[config.mk]
export PLATFORM = sky130hd
export DESIGN_NAME = clk_div_multi
export DESIGN_NICKNAME = d
export VERILOG_FILES = /design/src/rtl/clk_div_pkg.sv /design/src/rtl/clk_div_chan.sv /design/src/rtl/clk_div_multi.sv
export SDC_FILE = /design/constraint.sdc
export NUM_CORES = 1
export LEC_CHECK = 0
export CORE_MARGIN = 2
export CORE_UTILIZATION = 50
export CTS_BUF_LIST = sky130_fd_sc_hd__clkbuf_8
export CTS_CLUSTER_DIAMETER = 80
export CTS_CLUSTER_SIZE = 40
export DETAILED_ROUTE_END_ITERATION = 7
export PLACE_DENSITY = 0.72
export SLEW_MARGIN = 20
export SYNTH_ARGS = -nofsm -noshare
export SYNTH_HDL_FRONTEND = slang
export SYNTH_SLANG_ARGS = --single-unit
[constraint.sdc]
create_clock -name clk -period 4.8 [get_ports clk]
set_input_delay 1.44 -clock clk [delete_from_list [all_inputs] [get_ports clk]]
set_output_delay 1.44 -clock clk [all_outputs]
set_load 0.01 [all_outputs]
[src/rtl/clk_div_pkg.sv]
// clk_div_pkg: shared defaults and the channel-index width helper for clk_div_multi.
package clk_div_pkg;
  localparam int NUM_CH_DEF = 4;
  localparam int WIDTH_DEF = 24;
  localparam logic [WIDTH_DEF-1:0] DEF_DIV_DEF = 24'd12_000_000;
  // A single channel still needs a one-bit index port.
  function automatic int ch_idx_w(input int n);
    return (n > 1) ? $clog2(n) : 1;
  endfunction
endpackage

[src/rtl/clk_div_chan.sv]
// clk_div_chan: one divider channel; shadowed ratio is applied only at a period boundary.
// Define CLK_DIV_ODD50_EN to add a falling-edge phase copy giving 50% duty for odd ratios.
module clk_div_chan import clk_div_pkg::*; #(
  parameter int WIDTH = WIDTH_DEF,
  parameter logic [WIDTH-1:0] DEF_DIV = WIDTH'(DEF_DIV_DEF)
) (
  input  logic             clk,
  input  logic             rst_n,
  input  logic             en_i,
  input  logic             wr_i,
  input  logic [WIDTH-1:0] div_i,
  output logic             pend_o,
  output logic             clkout_o,
  output logic             tick_o
);
  logic [WIDTH-1:0] act_q, act_d, shd_q, shd_d, cnt_q, cnt_d;
  logic pend_q, pend_d, phase_q, phase_d, tick_q, tick_d, en_q;
  logic run, wrap, apply, phase_out;
  always_comb begin
    run = en_i && act_q != '0;
    wrap = cnt_q == act_q - WIDTH'(1);
    apply = pend_q && (!run || wrap);
    act_d = apply ? shd_q : act_q;
    shd_d = wr_i ? div_i : shd_q;
    pend_d = wr_i || (pend_q && !apply);
    cnt_d = (!run || wrap) ? '0 : cnt_q + WIDTH'(1);
    phase_d = run && act_q > WIDTH'(1) && cnt_q >= (act_q >> 1);
    tick_d = run && wrap;
  end
  always_ff @(posedge clk or negedge rst_n)
    if (!rst_n) begin
      act_q <= DEF_DIV;
      shd_q <= DEF_DIV;
      pend_q <= 1'b0;
      cnt_q <= '0;
      phase_q <= 1'b0;
      tick_q <= 1'b0;
      en_q <= 1'b0;
    end else begin
      act_q <= act_d;
      shd_q <= shd_d;
      pend_q <= pend_d;
      cnt_q <= cnt_d;
      phase_q <= phase_d;
      tick_q <= tick_d;
      en_q <= en_i;
    end
`ifdef CLK_DIV_ODD50_EN
  logic phase_n_q;
  always_ff @(negedge clk or negedge rst_n)
    if (!rst_n) phase_n_q <= 1'b0;
    else phase_n_q <= phase_q;
  // Odd ratios trim half a clk off the long high phase.
  assign phase_out = (act_q[0] && act_q > WIDTH'(1)) ? phase_q && phase_n_q : phase_q;
`else
  assign phase_out = phase_q;
`endif
  assign clkout_o = (act_q == WIDTH'(1)) ? clk && en_q : phase_out;
  assign pend_o = pend_q;
  assign tick_o = tick_q;
endmodule

[src/rtl/clk_div_multi.sv]
// clk_div_multi: NUM_CH independent clock dividers with a shared ratio-write port.
// Optional CLK_DIV_ODD50_EN gives 50% duty on odd ratios (see clk_div_chan).
module clk_div_multi import clk_div_pkg::*; #(
  parameter int NUM_CH = NUM_CH_DEF,
  parameter int WIDTH = WIDTH_DEF,
  parameter logic [WIDTH-1:0] DEF_DIV = WIDTH'(DEF_DIV_DEF),
  localparam int CW = ch_idx_w(NUM_CH)
) (
  input  logic              clk,
  input  logic              rst_n,
  input  logic [NUM_CH-1:0] ch_en,
  input  logic              cfg_valid,
  input  logic [CW-1:0]     cfg_ch,
  input  logic [WIDTH-1:0]  cfg_div,
  output logic              cfg_ready,
  output logic [NUM_CH-1:0] clkout,
  output logic [NUM_CH-1:0] tick
);
  logic [NUM_CH-1:0] pend, wr;
  // Out-of-range indices match no channel, so they stay ready and write nothing.
  always_comb begin
    cfg_ready = 1'b1;
    for (int i = 0; i < NUM_CH; i++) if (cfg_ch == CW'(i)) cfg_ready = !pend[i];
  end
  for (genvar g = 0; g < NUM_CH; g++) begin : g_ch
    assign wr[g] = cfg_valid && cfg_ready && cfg_ch == CW'(g);
    clk_div_chan #(.WIDTH(WIDTH), .DEF_DIV(DEF_DIV)) u_chan (
      .clk      (clk),
      .rst_n    (rst_n),
      .en_i     (ch_en[g]),
      .wr_i     (wr[g]),
      .div_i    (cfg_div),
      .pend_o   (pend[g]),
      .clkout_o (clkout[g]),
      .tick_o   (tick[g])
    );
  end
endmodule
## Word level (Yosys, flattened, before mapping)

Index checks and enable logic that the tools add are counted.

| cells by class | value |
|---|---|
| add/sub/neg operators | 8 |
| order comparisons | 8 |
| equality and inequality tests | 11 |
| multiplexer cells | 12 |
| reductions and logical operators | 58 |

Operators with widths:

| cell | number |
|---|---|
| 24-bit by 1-bit adder with 24-bit output (second input constant) | 4 |
| 24-bit by 1-bit == test with 1-bit output (second input constant) | 4 |
| 24-bit == test | 4 |
| 24-bit by 23-bit greater-or-equal comparator with 1-bit output | 4 |
| 24-bit by 1-bit greater-than comparator with 1-bit output (second input constant) | 4 |
| 24-bit 2-to-1 mux | 4 |
| 24-bit nonzero test | 4 |
| 24-bit by 1-bit subtractor with 24-bit output (second input constant) | 4 |
| 1-bit logical AND | 33 |
| 1-bit zero test | 12 |
| 1-bit logical OR | 8 |
| 1-bit 2-to-1 mux | 8 |
| 2-bit == test (second input constant) | 2 |
| 2-bit by 1-bit == test with 1-bit output (second input constant) | 1 |
| 2-bit zero test | 1 |

| storage, ports and cells | value |
|---|---|
| bits in registers | 304 |
| output and inout port bits | 9 |
| logic and storage cells | 125 |

## Logic depth before layout (Yosys ltp)

Gate-level depths: netlist (run 1).

| depth | value |
|---|---|
| depth after elaboration | 8 |
| depth in mapped cells | 14 |
| mapped depth without buffers | 10 |

## By module

Synthesis (run 1) repeated with hierarchy kept, for this count alone.

| second synthesis, totals | value |
|---|---|
| cell total of the unflattened synthesis | 1747 |
| area, all modules | 18669.2 sq um |

Modules (own cells, without submodules):

| module | times used | cells an instance | area each (sq um) | sequential area each (sq um) |
|---|---|---|---|---|
| clk_div_chan | 4 | 435 | 4652.0 | 1926.8 |
| clk_div_multi | 1 | 7 | 61.3 | 0.0 |

==> results.yml, run 1 <==
outcome:
  status: "complete, no violations"
route:
  vias: 13220
  post_drt_wl_per_cell_um: 18.41
  drt_iter0_markers: 756
  first_pass_iters: 5
  ant_nets: 0
  wl_mm: 41.99
  vias_per_cell: 5.797
  drc: 0
worst_setup_path:
  arrival_ps: 3220
  end_kind: "output port"
  cp.required_ps: 3360
  startpoint: "clk"
  crit_fanout: 3
  rr_startpoint: "g_ch[3].u_chan.act_q[0]"
  worstSetupPathType: "clock port to output port"
  r2r_end: "g_ch[3].u_chan.act_q[3]"
  critPathCapture: "clkout[0]"
  reg2reg_slack_ps: 980
  ff2ff_path_depth: 11
  critPathLaunchType: "clock port"
grt:
  grt_max_degree: 105
  grt_pass1_wl_mm: 69.68
  grtUsageTotal: 0.2237
  grt_pass1_vias: 13270
  grt_overflow: 0
  antenna_found_initial: 2
synth:
  yosysUniqueCellTypes: 82
  synthSimpleGateAreaFrac: 0.1683
  synthAdderAreaFrac: 0.07320
  synth_compound_area_frac: 0.07611
  synth_top_area_share: 0.3036
  synth_warnings: 0
  synth_edf_count: 0
  synth-seq-area-share: 0.4175
  synth.area.top_cells: "dfrtp_1 (30%), dfstp_2 (11%), mux2_2 (7.4%)"
  ys_dominant_reg_cell: "dfrtp_1"
  synth.largest_area_cell: "dfrtp_1"
  synth_common_cells: "dfrtp_1 (224), nor2_1 (161), mux2_2 (122), inv_1 (119), ha_1 (108)"
  ys_ff_latch: 304
  synth_top_family_by_area: "simple AND/OR/NAND/NOR gates"
  syn_nets: 1932
  avgSynthCellArea_um2: 10.31
  synthesis.area_mm2: 0.01846
  synthMuxAreaShare: 0.1275
  synth_most_common_cell: "dfrtp_1"
  postSynthCellCount: 1791
  ys_async_sr_fraction: 1.000
  synthXorXnorAreaFrac: 0.09347
floorplan:
  die_h_um: 196.1
  num_io_pins: 42
  core_area_mm2: 0.03652
  die_x_um: 196.1
  rows: 70
  initial_core_util: 0.5054
  dieArea_mm2: 0.03847
timing:
  hold_viol: 0
  finClkSkew_ps: 53.28
  worst_slack_ps: 144.9
  finalSetupTns_ps: 0
  slew_headroom: 0.3494
  worstMarginPinSlew_ps: 973.1
  rsz0062_at_grt: "false"
  finalMaxSlewViolations: 0
  setup_viol: 0
worst_hold_path:
  min_from: "g_ch[3].u_chan.shd_q[0]"
  min_path_type: "flip-flop to flip-flop"
layout:
  fin_area_mm2: 0.01997
  drive_above_1_share: 0.1842
  diodes: 0
  area_delta_synth_final_pct: 8.167
  nets: 1941
pwr:
  pwr-share-clk: 0.190
  combPwrFrac: 0.349
  leakage_nw: 8.824
  vdd_drop_max_uv: 443.3
  p_sw_frac: 0.4021
  switchingPower_w: 0.003725
  pwr-share-seq: 0.461
  p_int_w: 0.005537
  p_per_area_mw_per_mm2: 463.8
placed_design:
  port_buffers: 41
  dpl_cell_area_mm2: 0.01930
  gp_congestion: 0.8932
  hpwl_mm: 30.83
  pre_cts_ws_ps: 268.1
cts:
  post_cts_buffers: 0
  insertion_delay_ps: 760
  clk_pin_slew_ps: 220
  cts_tree: "done"
run:
  cap_violations: 0
[kinds of logic after synthesis]
| logic type | count (synthesis) |
|---|---|
| mux | 195 |
| compound gates | 203 |
| flops | 304 |
| fa+ha+maj | 108 |
| buf+inv | 195 |
| xor+xnor | 197 |
| simple gates | 589 |
[power by group through the flow]
stage | Combinational, W | Clock, W | Sequential (W)
after CTS | 0.00322 | 0.00183 | 0.00427
after detailed placement | 0.00319 | 0.00000573 | 0.00432
final | 0.00323 | 0.00176 | 0.00427
after floorplan | 0.00270 | 0.00000572 | 0.00383
after global routing | 0.00362 | 0.00191 | 0.00440
after global placement | 0.00309 | 0.00000573 | 0.00429
[per-stage QoR]
step	std cells	power (W)	util	hold WS, ps
after floorplan	1791	0.006535	-	454.1
after global placement	2244	0.007392	0.5284	461.9
after detailed placement	2244	0.007521	0.5284	471.9
after CTS	2281	0.009323	0.5467	482.9
after global routing	2281	0.009925	0.5467	479.3
final	2281	0.009262	0.5467	480.8
[final cells by class]
cell class                 instances  area, um2
clock inverter                    14      335.3
inverter                         119      446.7
sequential                       304       7709
multi-input combinational       1292       9990
tap                              468      585.6
clock buffer                      27      351.6
fill                            3217      16550
timing repair buffer              57      550.5
[worst min-delay path by stage]
stage                          endpoint  cells after the start
3_3_place_gp   g_ch[2].u_chan.act_q[13]                      1
3_5_place_dp   g_ch[2].u_chan.act_q[13]                      1
4_1_cts         g_ch[3].u_chan.act_q[0]                      1
5_1_grt         g_ch[3].u_chan.act_q[0]                      1
2_1_floorplan  g_ch[1].u_chan.act_q[10]                      1
6_report        g_ch[3].u_chan.act_q[0]                      1
[metal layers]
metal | global-route usage | up-vias | routed length [um]
met5 | 0 | - | 21
met4 | 0.04854 | 4 | 696
met3 | 0.03094 | 53 | 1804
met2 | 0.3680 | 237 | 19420
met1 | 0.3157 | 6603 | 20050
li1 | - | 6327 | -
[critical path, cell delays in order]
cell	delay, ps
clkbuf_8	120
clkbuf_8	160
nand2_1	70
nor2_1	40
a21o_1	140
dlygate4sd2_1	280
[layout by cell type, fill, tap and decap left out, types with 13 or more instances in the layout]
| cell | n |
|---|---|
| xnor2_1 | 99 |
| nand4_1 | 61 |
| xor2_1 | 98 |
| mux2_4 | 40 |
| a21oi_1 | 45 |
| ha_1 | 108 |
| inv_1 | 120 |
| dfrtp_1 | 223 |
| nand3_1 | 60 |
| nor3_1 | 36 |
| dfstp_2 | 80 |
| nand2_1 | 88 |
| nor2b_1 | 17 |
| mux2_2 | 122 |
| nor2_1 | 161 |
| buf_4 | 18 |
| mux2_1 | 29 |
| a211oi_1 | 18 |
| clkdlybuf4s50_1 | 36 |
| or4_1 | 13 |
| nor4_1 | 35 |
| o21ai_0 | 34 |
| a21o_1 | 26 |
| clkbuf_8 | 23 |
| or3_1 | 16 |
| and3_1 | 29 |
[flip-flops by register name, indices dropped and copies added, names as in the netlist]
name	flops
g_ch.u_chan.cnt_q	96
g_ch.u_chan.phase_out	4
g_ch.u_chan.shd_q	96
g_ch.u_chan.act_q	96
g_ch.u_chan.pend_o	4
g_ch.u_chan.tick_o	4
g_ch.u_chan.en_q	4
[what timing repair did]
| item | 4_1_cts | 5_1_grt |
|---|---|---|
| hold buffers | 0 | 0 |
| endpoints found under the setup margin | 6 | 0 |
| resized for setup | 10 | 0 |
(Power assumes the default switching activity.)
==> run 2: changes to the inputs <==
- SETUP_SLACK_MARGIN: default -> 0.05
==> results of run 2 <==
No change in the layout: final DEF, timing and power equal those of run 1.
==> run 3: changes to the inputs <==
- CAP_MARGIN: default -> 20
- PLACE_DENSITY: 0.72 -> 0.66
==> run 3 against run 2 <==
  * Register-to-register slack is essentially flat
  * Flip-flop and latch count unchanged
  * Clock skew down 23 ps
  * Die area is the same
  * Critical path depth is the same
  * Combinational power barely moved
  * Global-route usage grew 0.76 points
  * Via count about the same
  * Critical endpoint is now clkout[3]
  * Worst hold slack gained 17 ps
  * Wire length rose by 3.2%
==> results.yml, run 3 (synthesis gave the netlist of run 1 again) <==
worst_setup_path:
  arrival_ps: 3210
  startpoint: "clk"
  end_kind: "output port"
  cp_slowest_cell: "dlygate4sd2_1"
  path_cells: "clkbuf_8, clkbuf_8, nand2_1, nor2_1, a21o_1, dlygate4sd2_1"
  critPathLaunchType: "clock port"
  worstSetupPathType: "clock port to output port"
  critPathMaxStageDelay_ps: 280
  rr_startpoint: "g_ch[3].u_chan.act_q[1]"
  cp.required_ps: 3360
  ff2ff_path_depth: 11
  cpMostUsedCell: "clkbuf_8"
  crit_fanout: 3
route:
  vias_per_cell: 5.762
  vias: 13210
  wl_mm: 43.34
  post_drt_wl_per_cell_um: 18.90
  drt_iter0_markers: 608
  ant_nets: 0
  drc: 0
  first_pass_iters: 5
grt:
  grt_overflow: 0
  antenna_found_initial: 3
  grtUsageTotal: 0.2314
  grt_pass1_vias: 13360
  use_met1: 0.3175
  grt_pass1_wl_mm: 71.26
  gr-usage-met3: 0.03610
  grt_max_degree: 105
  top_usage_layer: "met2"
  met2_usage: 0.3838
cts:
  postCtsHoldBufs: 0
  insertion_delay_ps: 730
  post_cts_buffers: 0
  clk_pin_slew_ps: 130
  cts_tree: "done"
floorplan:
  initial_core_util: 0.5054
  num_io_pins: 42
  die_x_um: 196.1
  rows: 70
  core_area_mm2: 0.03652
  die_h_um: 196.1
  dieArea_mm2: 0.03847
layout:
  mostFrequentLayoutCell: "dfrtp_1"
  fillCellCount: 3224
  final_cell_mix: "dfrtp_1 (224), nor2_1 (161), mux2_2 (122)"
  drive_above_1_share: 0.1856
  multi_input_area_mm2: 0.009983
  nets: 1948
  area.sequential_mm2: 0.007707
  area_delta_synth_final_pct: 7.788
  reg_top3: "g_ch.u_chan.act_q (96), g_ch.u_chan.cnt_q (96), g_ch.u_chan.shd_q (96)"
timing:
  slew_headroom: 0.3197
  setup_viol: 0
  fin_crit_sh: 0.9694
  finClkSkew_ps: 29.83
  finalSetupTns_ps: 0
  worstMarginPinSlew_ps: 1011
  finalMaxSlewViolations: 0
  hold_slack_ps: 497.9
  max_clock_freq_ghz: 0.2152
  period_minus_slack_ps: 4653
  worst_slack_ps: 146.7
  hold_viol: 0
  rsz0062_at_grt: "false"
run:
  cap_violations: 0
worst_hold_path:
  min_from: "g_ch[1].u_chan.shd_q[3]"
  whs_path_depth: 1
  min_path_type: "flip-flop to flip-flop"
placed_design:
  pre_cts_ws_ps: 112.6
  port_buffers: 41
  hpwl_mm: 31.92
  gp_congestion: 0.9149
pwr:
  vdd_drop_max_uv: 239.7
  p_per_area_mw_per_mm2: 460.2
  leakage_nw: 8.814
outcome:
  status: "complete, no violations"
==> run 3: cell count changes in the layout (fill, tap and decap cells not counted), moves of 2 or more <==
cell,before,now
clkinv_8,0,2
inv_16,4,2
diode_2,0,4
inv_12,0,4
clkinv_16,8,1
buf_4,18,24
==> run 3: per-stage QoR <==
step | utilization | instance area (um2) | instances | power (W)
2_1_floorplan | - | 18460 | 1791 | 0.006535
3_3_place_gp | 0.5296 | 19340 | 2250 | 0.007423
3_5_place_dp | 0.5296 | 19340 | 2250 | 0.007551
4_1_cts | 0.5443 | 19880 | 2289 | 0.009213
5_1_grt | 0.5445 | 19890 | 2289 | 0.009823
6_report | 0.5448 | 19900 | 2293 | 0.009156
==> run 3: critical path, delay by kind of cell <==
kind / cells / cell delay (ps)
AOI/OAI and AO/OA: 1 / 160
buffers and inverters: 3 / 550
and+or+nand+nor: 2 / 100
==> run 3: final cells by class <==
| class | instances | share of cell area |
|---|---|---|
| clock buffers | 27 | 0.01767 |
| flip-flops and latches | 304 | 0.3873 |
| clock inverters | 16 | 0.01094 |
| multi-input cells | 1292 | 0.5017 |
| repair buffers | 63 | 0.02993 |
| well taps | 468 | 0.02943 |
| inverters | 119 | 0.02245 |
| diodes | 4 | 0.0005031 |
==> run 3: worst paths after layout <==
| path | endpoint | slack [ps] |
|---|---|---|
| max | clkout[3] | 150 |
| min | g_ch[1].u_chan.act_q[3] | 500 |
| max reg2reg | g_ch[3].u_chan.act_q[3] | 990 |
| min reg2reg | g_ch[1].u_chan.act_q[3] | 500 |
| max in group asynchronous | g_ch[1].u_chan.act_q[18] | 3180 |
| min in group asynchronous | g_ch[3].u_chan.cnt_q[22] | 700 |
==> run 3: repair_timing <==
action                                 CTS  global route
resized for setup                        5             3
pin swaps                                0             0
setup endpoints to repair                6             4
endpoints found under the hold margin    0             0
==> run 3: where the power goes <==
group          total (W)  internal [W]  leakage (nW)  switching (W)
clock network    0.00163      0.000547         0.345        0.00108
logic            0.00324       0.00160          4.74        0.00164
registers        0.00429       0.00334          3.72       0.000949
total            0.00916       0.00549          8.81        0.00367
==> run 3: routing by layer <==
metal  vias to the layer above  part of all wire
li1                       6354                 -
met3                        60             0.040
met5                         -                 0
met2                       254              0.47
met4                         0             0.023
met1                      6545              0.47
